<file path="config.mk">
export PLATFORM = sky130hd
export DESIGN_NAME = cmdin_queue_scheduler
export DESIGN_NICKNAME = d
export VERILOG_FILES = /design/src/rtl/cmdin_queue_scheduler.sv
export SDC_FILE = /design/constraint.sdc
export NUM_CORES = 1
export LEC_CHECK = 0
export BUFFER_PORTS_ARGS = -buffer_cell sky130_fd_sc_hd__buf_2
export CAP_MARGIN = 30
export CORE_MARGIN = 5
export CORE_UTILIZATION = 35
export CTS_BUF_LIST = sky130_fd_sc_hd__clkbuf_4
export DETAILED_ROUTE_END_ITERATION = 12
export SYNTH_ARGS = -nofsm -noshare
export SYNTH_HDL_FRONTEND = slang
export SYNTH_SLANG_ARGS = --single-unit
</file>
<file path="constraint.sdc">
create_clock -name aclk -period 3.47 [get_ports aclk]
set_clock_uncertainty 0.1 [all_clocks]
set_input_delay 0.1735 -clock aclk [delete_from_list [all_inputs] [get_ports aclk]]
set_output_delay 0.1735 -clock aclk [all_outputs]
set_load 0.1 [all_outputs]
</file>
<file path="src/rtl/cmdin_queue_scheduler.sv">
// Round-robin drain of the per-accelerator CmdIn subqueues in BRAM onto the cmdin_out AXI-Stream.
// Optional build macro CMDIN_SCHED_STATS_EN adds the cmds_dispatched counter port.
module cmdin_queue_scheduler #(
  parameter int MAX_ACCS           = 16,
  parameter int CMDIN_SUBQUEUE_LEN = 64
) (
  input  logic                        aclk,
  input  logic                        rst,
  input  logic [MAX_ACCS-1:0]         acc_ready,
  output logic                        cmdin_out_tvalid,
  input  logic                        cmdin_out_tready,
  output logic [$clog2(MAX_ACCS)-1:0] cmdin_out_tdest,
  output logic [63:0]                 cmdin_out_tdata,
  output logic                        cmdin_out_tlast,
  output logic                        cmdin_queue_clk,
  output logic                        cmdin_queue_rst,
  output logic                        cmdin_queue_en,
  output logic [7:0]                  cmdin_queue_we,
  output logic [31:0]                 cmdin_queue_addr,
  output logic [63:0]                 cmdin_queue_din,
  input  logic [63:0]                 cmdin_queue_dout
`ifdef CMDIN_SCHED_STATS_EN
  ,
  output logic [31:0]                 cmds_dispatched
`endif
);

  localparam int AW = $clog2(MAX_ACCS);
  localparam int SW = $clog2(CMDIN_SUBQUEUE_LEN);
  localparam logic [SW-1:0] SLOT_ONE = SW'(1);
  localparam logic [AW-1:0] ACC_ONE  = AW'(1);

  typedef enum logic [2:0] {RD_HDR, CHK, SEND, LATCH, CLR} state_t;

  state_t        state;
  logic [SW-1:0] head [MAX_ACCS];
  logic [AW-1:0] cur;
  logic [7:0]    rem;
  logic [SW-1:0] rd_ptr;
  logic [SW-1:0] slot;
  logic [7:0]    hdr_n;
  logic          rd_payload;

  assign hdr_n      = cmdin_queue_dout[39:32];
  assign rd_payload = (state == SEND) && cmdin_out_tready && (rem != 8'd0);

  assign cmdin_queue_clk = aclk;
  assign cmdin_queue_rst = rst;
  assign cmdin_queue_din = 64'd0;

  // The payload read has to go out in the same cycle as the handshake, so the
  // BRAM port is decoded from state; rst gates it so the port idles in reset.
  always_comb begin
    cmdin_queue_en = 1'b0;
    cmdin_queue_we = 8'h00;
    slot           = head[cur];
    if (!rst) begin
      case (state)
        RD_HDR: cmdin_queue_en = 1'b1;
        SEND: begin
          if (rd_payload) begin
            cmdin_queue_en = 1'b1;
            slot           = rd_ptr;
          end
        end
        CLR: begin
          cmdin_queue_en = 1'b1;
          cmdin_queue_we = 8'hFF;
        end
        default: ;
      endcase
    end
  end

  assign cmdin_queue_addr = cmdin_queue_en ? 32'({cur, slot, 3'b000}) : 32'd0;

  // rd_ptr walks the payload slots; once the command is done it is the new head.
  always_ff @(posedge aclk) begin
    if (rst) begin
      state            <= RD_HDR;
      cur              <= '0;
      rem              <= '0;
      rd_ptr           <= '0;
      for (int a = 0; a < MAX_ACCS; a++) head[a] <= '0;
      cmdin_out_tvalid <= 1'b0;
      cmdin_out_tdest  <= '0;
      cmdin_out_tdata  <= '0;
      cmdin_out_tlast  <= 1'b0;
    end else begin
      case (state)
        RD_HDR: state <= CHK;
        CHK: begin
          if (cmdin_queue_dout[63] && acc_ready[cur]) begin
            cmdin_out_tdata  <= cmdin_queue_dout;
            cmdin_out_tdest  <= cur;
            cmdin_out_tlast  <= (hdr_n == 8'd0);
            cmdin_out_tvalid <= 1'b1;
            rem              <= hdr_n;
            rd_ptr           <= head[cur] + SLOT_ONE;
            state            <= SEND;
          end else begin
            cur   <= cur + ACC_ONE;
            state <= RD_HDR;
          end
        end
        SEND: begin
          if (cmdin_out_tready) begin
            cmdin_out_tvalid <= 1'b0;
            if (rem == 8'd0) begin
              cmdin_out_tlast <= 1'b0;
              state           <= CLR;
            end else begin
              rem    <= rem - 8'd1;
              rd_ptr <= rd_ptr + SLOT_ONE;
              state  <= LATCH;
            end
          end
        end
        LATCH: begin
          cmdin_out_tdata  <= cmdin_queue_dout;
          cmdin_out_tlast  <= (rem == 8'd0);
          cmdin_out_tvalid <= 1'b1;
          state            <= SEND;
        end
        CLR: begin
          head[cur] <= rd_ptr;
          cur       <= cur + ACC_ONE;
          state     <= RD_HDR;
        end
        default: state <= RD_HDR;
      endcase
    end
  end

`ifdef CMDIN_SCHED_STATS_EN
  always_ff @(posedge aclk) begin
    if (rst) begin
      cmds_dispatched <= 32'd0;
    end else if (state == CLR) begin
      cmds_dispatched <= cmds_dispatched + 32'd1;
    end
  end
`endif

endmodule
</file>
**Word-level counts from Yosys, hierarchy flattened**

Memories as Yosys holds them, arrays and structs flattened. A register that Yosys moved wholly into a read port is not among the register bits.
Cells that the tools add are included.

- Multiplexer cells: 44
- Equal/unequal tests: 9
- Reduce and logical (&&, ||, !) cells: 19
- Order comparisons: 1
- $add $sub $neg: 4

Operator list:

| cell | count |
|---|---|
| one-hot mux 64 bit (2 select lines) | 1 |
| 2-to-1 mux 64 bit | 1 |
| 2-to-1 mux 6 bit | 7 |
| 2-to-1 mux 8 bit | 5 |
| logical NOT 8 bit | 2 |
| 2-to-1 mux 4 bit | 4 |
| one-hot mux 8 bit (2 select lines) | 1 |
| 2-to-1 mux 1 bit | 14 |
| 2-to-1 mux 13 bit | 1 |
| adder 6 x 1 -> 6 bit, second input constant | 2 |
| one-hot mux 3 bit (4 select lines) | 1 |
| one-hot mux 6 bit (2 select lines) | 1 |
| != test 2 bit, second input constant | 4 |
| one-hot mux 4 bit (2 select lines) | 1 |
| AND reduction 4 bit | 2 |
| nonzero test 8 bit | 1 |
| subtractor 8 x 1 -> 8 bit, second input constant | 1 |
| == test 3 x 2 -> 1 bit, second input constant | 2 |
| 2-to-1 mux 3 bit | 2 |
| one-hot mux 1 bit (3 select lines) | 2 |
| AND reduction 2 bit | 3 |
| nonzero test 2 bit | 3 |
| OR reduction 6 bit | 1 |
| < comparator 4 x 5 -> 1 bit, second input constant | 1 |
| other kinds (12) | 14 |

- Bits in registers: 91
- Memory bits (writable): 96
- Memories: 1
- Bits of input ports: 83

Memories:

| memory | words | width | read ports | clocked after memory_dff | wr ports | RTL line | source |
|---|---|---|---|---|---|---|---|
| head | 16 | 6 | 1 | 1 | 16 | 36 | `logic [SW-1:0] head [MAX_ACCS];` |

**Depth between registers and ports, before layout**

- Depth after elaboration: 7
- Mapped depth: 11
- Gate-level depth less buffers: 9

==> impl_metrics.json <==
{
  "status": "finished clean",
  "rsz0062_at_grt": "yes",
  "cpLargestDelayFamily": "simple AND/OR/NAND/NOR gates",
  "synthMuxAreaShare_pct": 9.454,
  "ys_types": 64,
  "netlist_area_um2": 9542,
  "drv_cap": 0,
  "hp-class": "input pin to register",
  "critical_path.endpoint_type": "primary output",
  "dr.pass1.iters": 7,
  "tns_ns": 0,
  "slew_violations": 0,
  "synth_top_family_by_area": "simple AND/OR/NAND/NOR gates",
  "grt_pass1_vias": 7049,
  "critPathMaxStageDelay_ns": 0.50,
  "final_area_um2": 11590,
  "path_buf_inv": 2,
  "fmax_mhz": 301.2,
  "numPortBuffers": 173,
  "stdcell_count": 1512,
  "area_delta_synth_final_pct": 21.44,
  "cts_tree": "yes",
  "syn_inst": 927,
  "clkSlewWorstSetupHoldPaths_ns": 0.18,
  "power-per-cell-area_nw_per_um2": 467.2,
  "cp_cell_sequence": "inv_1 > ha_1 > or4b_4 > or4_4 > nand2_1 > o21ai_1 > and3_1 > buf_4",
  "postCtsSetupBuffers": 0,
  "avgViaCountPerCell": 4.899,
  "synth_edf_count": 96,
  "synth-simple-area-share_pct": 19.04,
  "fp.dieW_um": 175.1,
  "synth-seq-cells": 191,
  "dr_total_vias": 7407,
  "crit_required_ns": 3.20,
  "min_period_ns": 3.320,
  "dp.cells": 1404,
  "synth-xor-area-share_pct": 0,
  "fp-row-count": 60,
  "io_pins": 260,
  "drtAntennaViolNets": 0,
  "cp_slowest_cell": "or4b_4",
  "drive_above_1_share_pct": 25.49,
  "synthFlopType": "edfxtp_1",
  "drt_iter0_markers": 674,
  "drc": 0,
  "yosysWarningCount": 0,
  "syn_area_per_cell_um2": 10.29,
  "power_leakage_nw": 4.753,
  "setup_viol": 0,
  "final_nets": 1246,
  "slew_headroom_pct": 46.35,
  "cp.arrival_ns": 3.05,
  "p_total_mw": 5.414,
  "track_usage_pct": 16.72,
  "initial_core_util_pct": 35.50,
  "synth_adder_area_share_pct": 0.7868,
  "wl_mm": 26.44,
  "cp_max_fo": 5,
  "grt_overflow_total": 0,
  "worst_slew_pin_slew_ns": 0.8037,
  "path_class": "register to primary output",
  "grt_max_degree": 83,
  "die_h_um": 175.1,
  "wl_per_cell_um": 17.48,
  "layout_commonest_cell": "buf_2",
  "place_hpwl_mm": 18.51,
  "place.gp.congestion": 0.8527,
  "ir_drop_v": 0.0003002,
  "coreArea_um2": 26880,
  "antenna_found_initial": 1,
  "final_cell_mix": "buf_2, nand2_1, and2_1",
  "cp-start-kind": "register",
  "final_util_pct": 43.11,
  "hold_viol": 0,
  "synth-compound-area-share_pct": 9.441,
  "async_reset_ff_share_pct": 0,
  "clk_latency_ns": 0.69,
  "yosysSeqAreaShare_pct": 50.14,
  "grt_pass1_wl_mm": 40.08,
  "dieArea_um2": 30660,
  "post_dp_cell_area_um2": 10550,
  "fin_crit_sh_pct": 95.69
}
==> per-stage QoR <==
stage | hold WS (ns) | setup WS, ns
2_1_floorplan | 0.2140 | -0.9114
3_3_place_gp | 0.3182 | 0.5443
3_5_place_dp | 0.3222 | 0.4788
4_1_cts | 0.07293 | 0.001766
5_1_grt | 0.07915 | -0.03454
6_report | 0.1489 | 0.1496
==> sequential cells by signal (all words and copies together), names as in the netlist, named ones only <==
name / count
cmdin_out_tlast: 1
cmdin_out_tvalid: 1
cmdin_out_tdata: 64
cur: 4
rem: 8
rd_ptr: 6
state: 3
head: 96
cmdin_out_tdest: 4
==> routing by layer <==
| metal | track usage, % | wire length [um] |
|---|---|---|
| met5 | 0 | 0 |
| met4 | 6.514 | 541 |
| met3 | 3.007 | 1711 |
| met2 | 28.20 | 13230 |
| met1 | 21.39 | 10950 |
==> worst register-to-register path: cells and delay by family, from the launching register on <==
kind / cells / cell delay (ns)
AOI/OAI and AO/OA: 2 / 0.50
DFF: 1 / 0.51
buffers and inverters: 1 / 0.57
muxes: 4 / 1.39
==> cell usage after synthesis (9+ instances only) <==
cell      count  area (um2)
nand2_1     158       593.1
buf_4        99       743.2
and2_1       98       613.1
edfxtp_1     96        2883
dfxtp_1      95        1902
a21oi_1      83       415.4
nor2_1       43       161.4
clkbuf_1     31       116.4
o21ai_0      24       120.1
mux4_2       19       427.9
mux2i_1      17       170.2
buf_2        15       75.07
mux4_1        9       236.5
nand3_1       9       45.04
==> layout make-up <==
type	instances	area, um2
multi-input combinational	659	4086
fill	2560	15290
sequential	191	4787
inverter	10	37.54
tap	341	426.7
antenna	2	5.005
clock inverter	13	123.9
clock buffer	22	162.7
timing repair buffer	274	1958
==> report_power, final <==
part | internal [mW] | total, mW | switching [mW]
Sequential | 2.46 | 2.54 | 0.0805
Clock | 0.373 | 1.33 | 0.952
Combinational | 0.363 | 1.54 | 1.18
Total | 3.20 | 5.41 | 2.21
==> final timing paths <==
path	startpoint	end	slack, ns	cells past startpoint
worst max register to register	cur[1]	register	0.29	7
worst min-delay path	cmdin_queue_dout[43]	cmdin_out_tdata[43]	0.15	4
worst min register to register	cmdin_out_tdata[44]	cmdin_out_tdata[44]	0.36	2
worst max-delay path	rem[0]	cmdin_queue_addr[11]	0.15	8
==> cells by family after synthesis <==
group | after synthesis
mux | 51
simple gates | 366
fa+ha+maj | 6
buf+inv | 163
other cells | 1
flops | 191
compound gates | 149
==> what timing repair did <==
item,4_1_cts,5_1_grt
setup endpoints to repair,9,12
cloned,1,0
pin swaps,1,1
resized for setup,10,5
hold buffers,71,0
hold endpoints to repair,90,0
No activity file was read; power rests on OpenSTA's default activity.
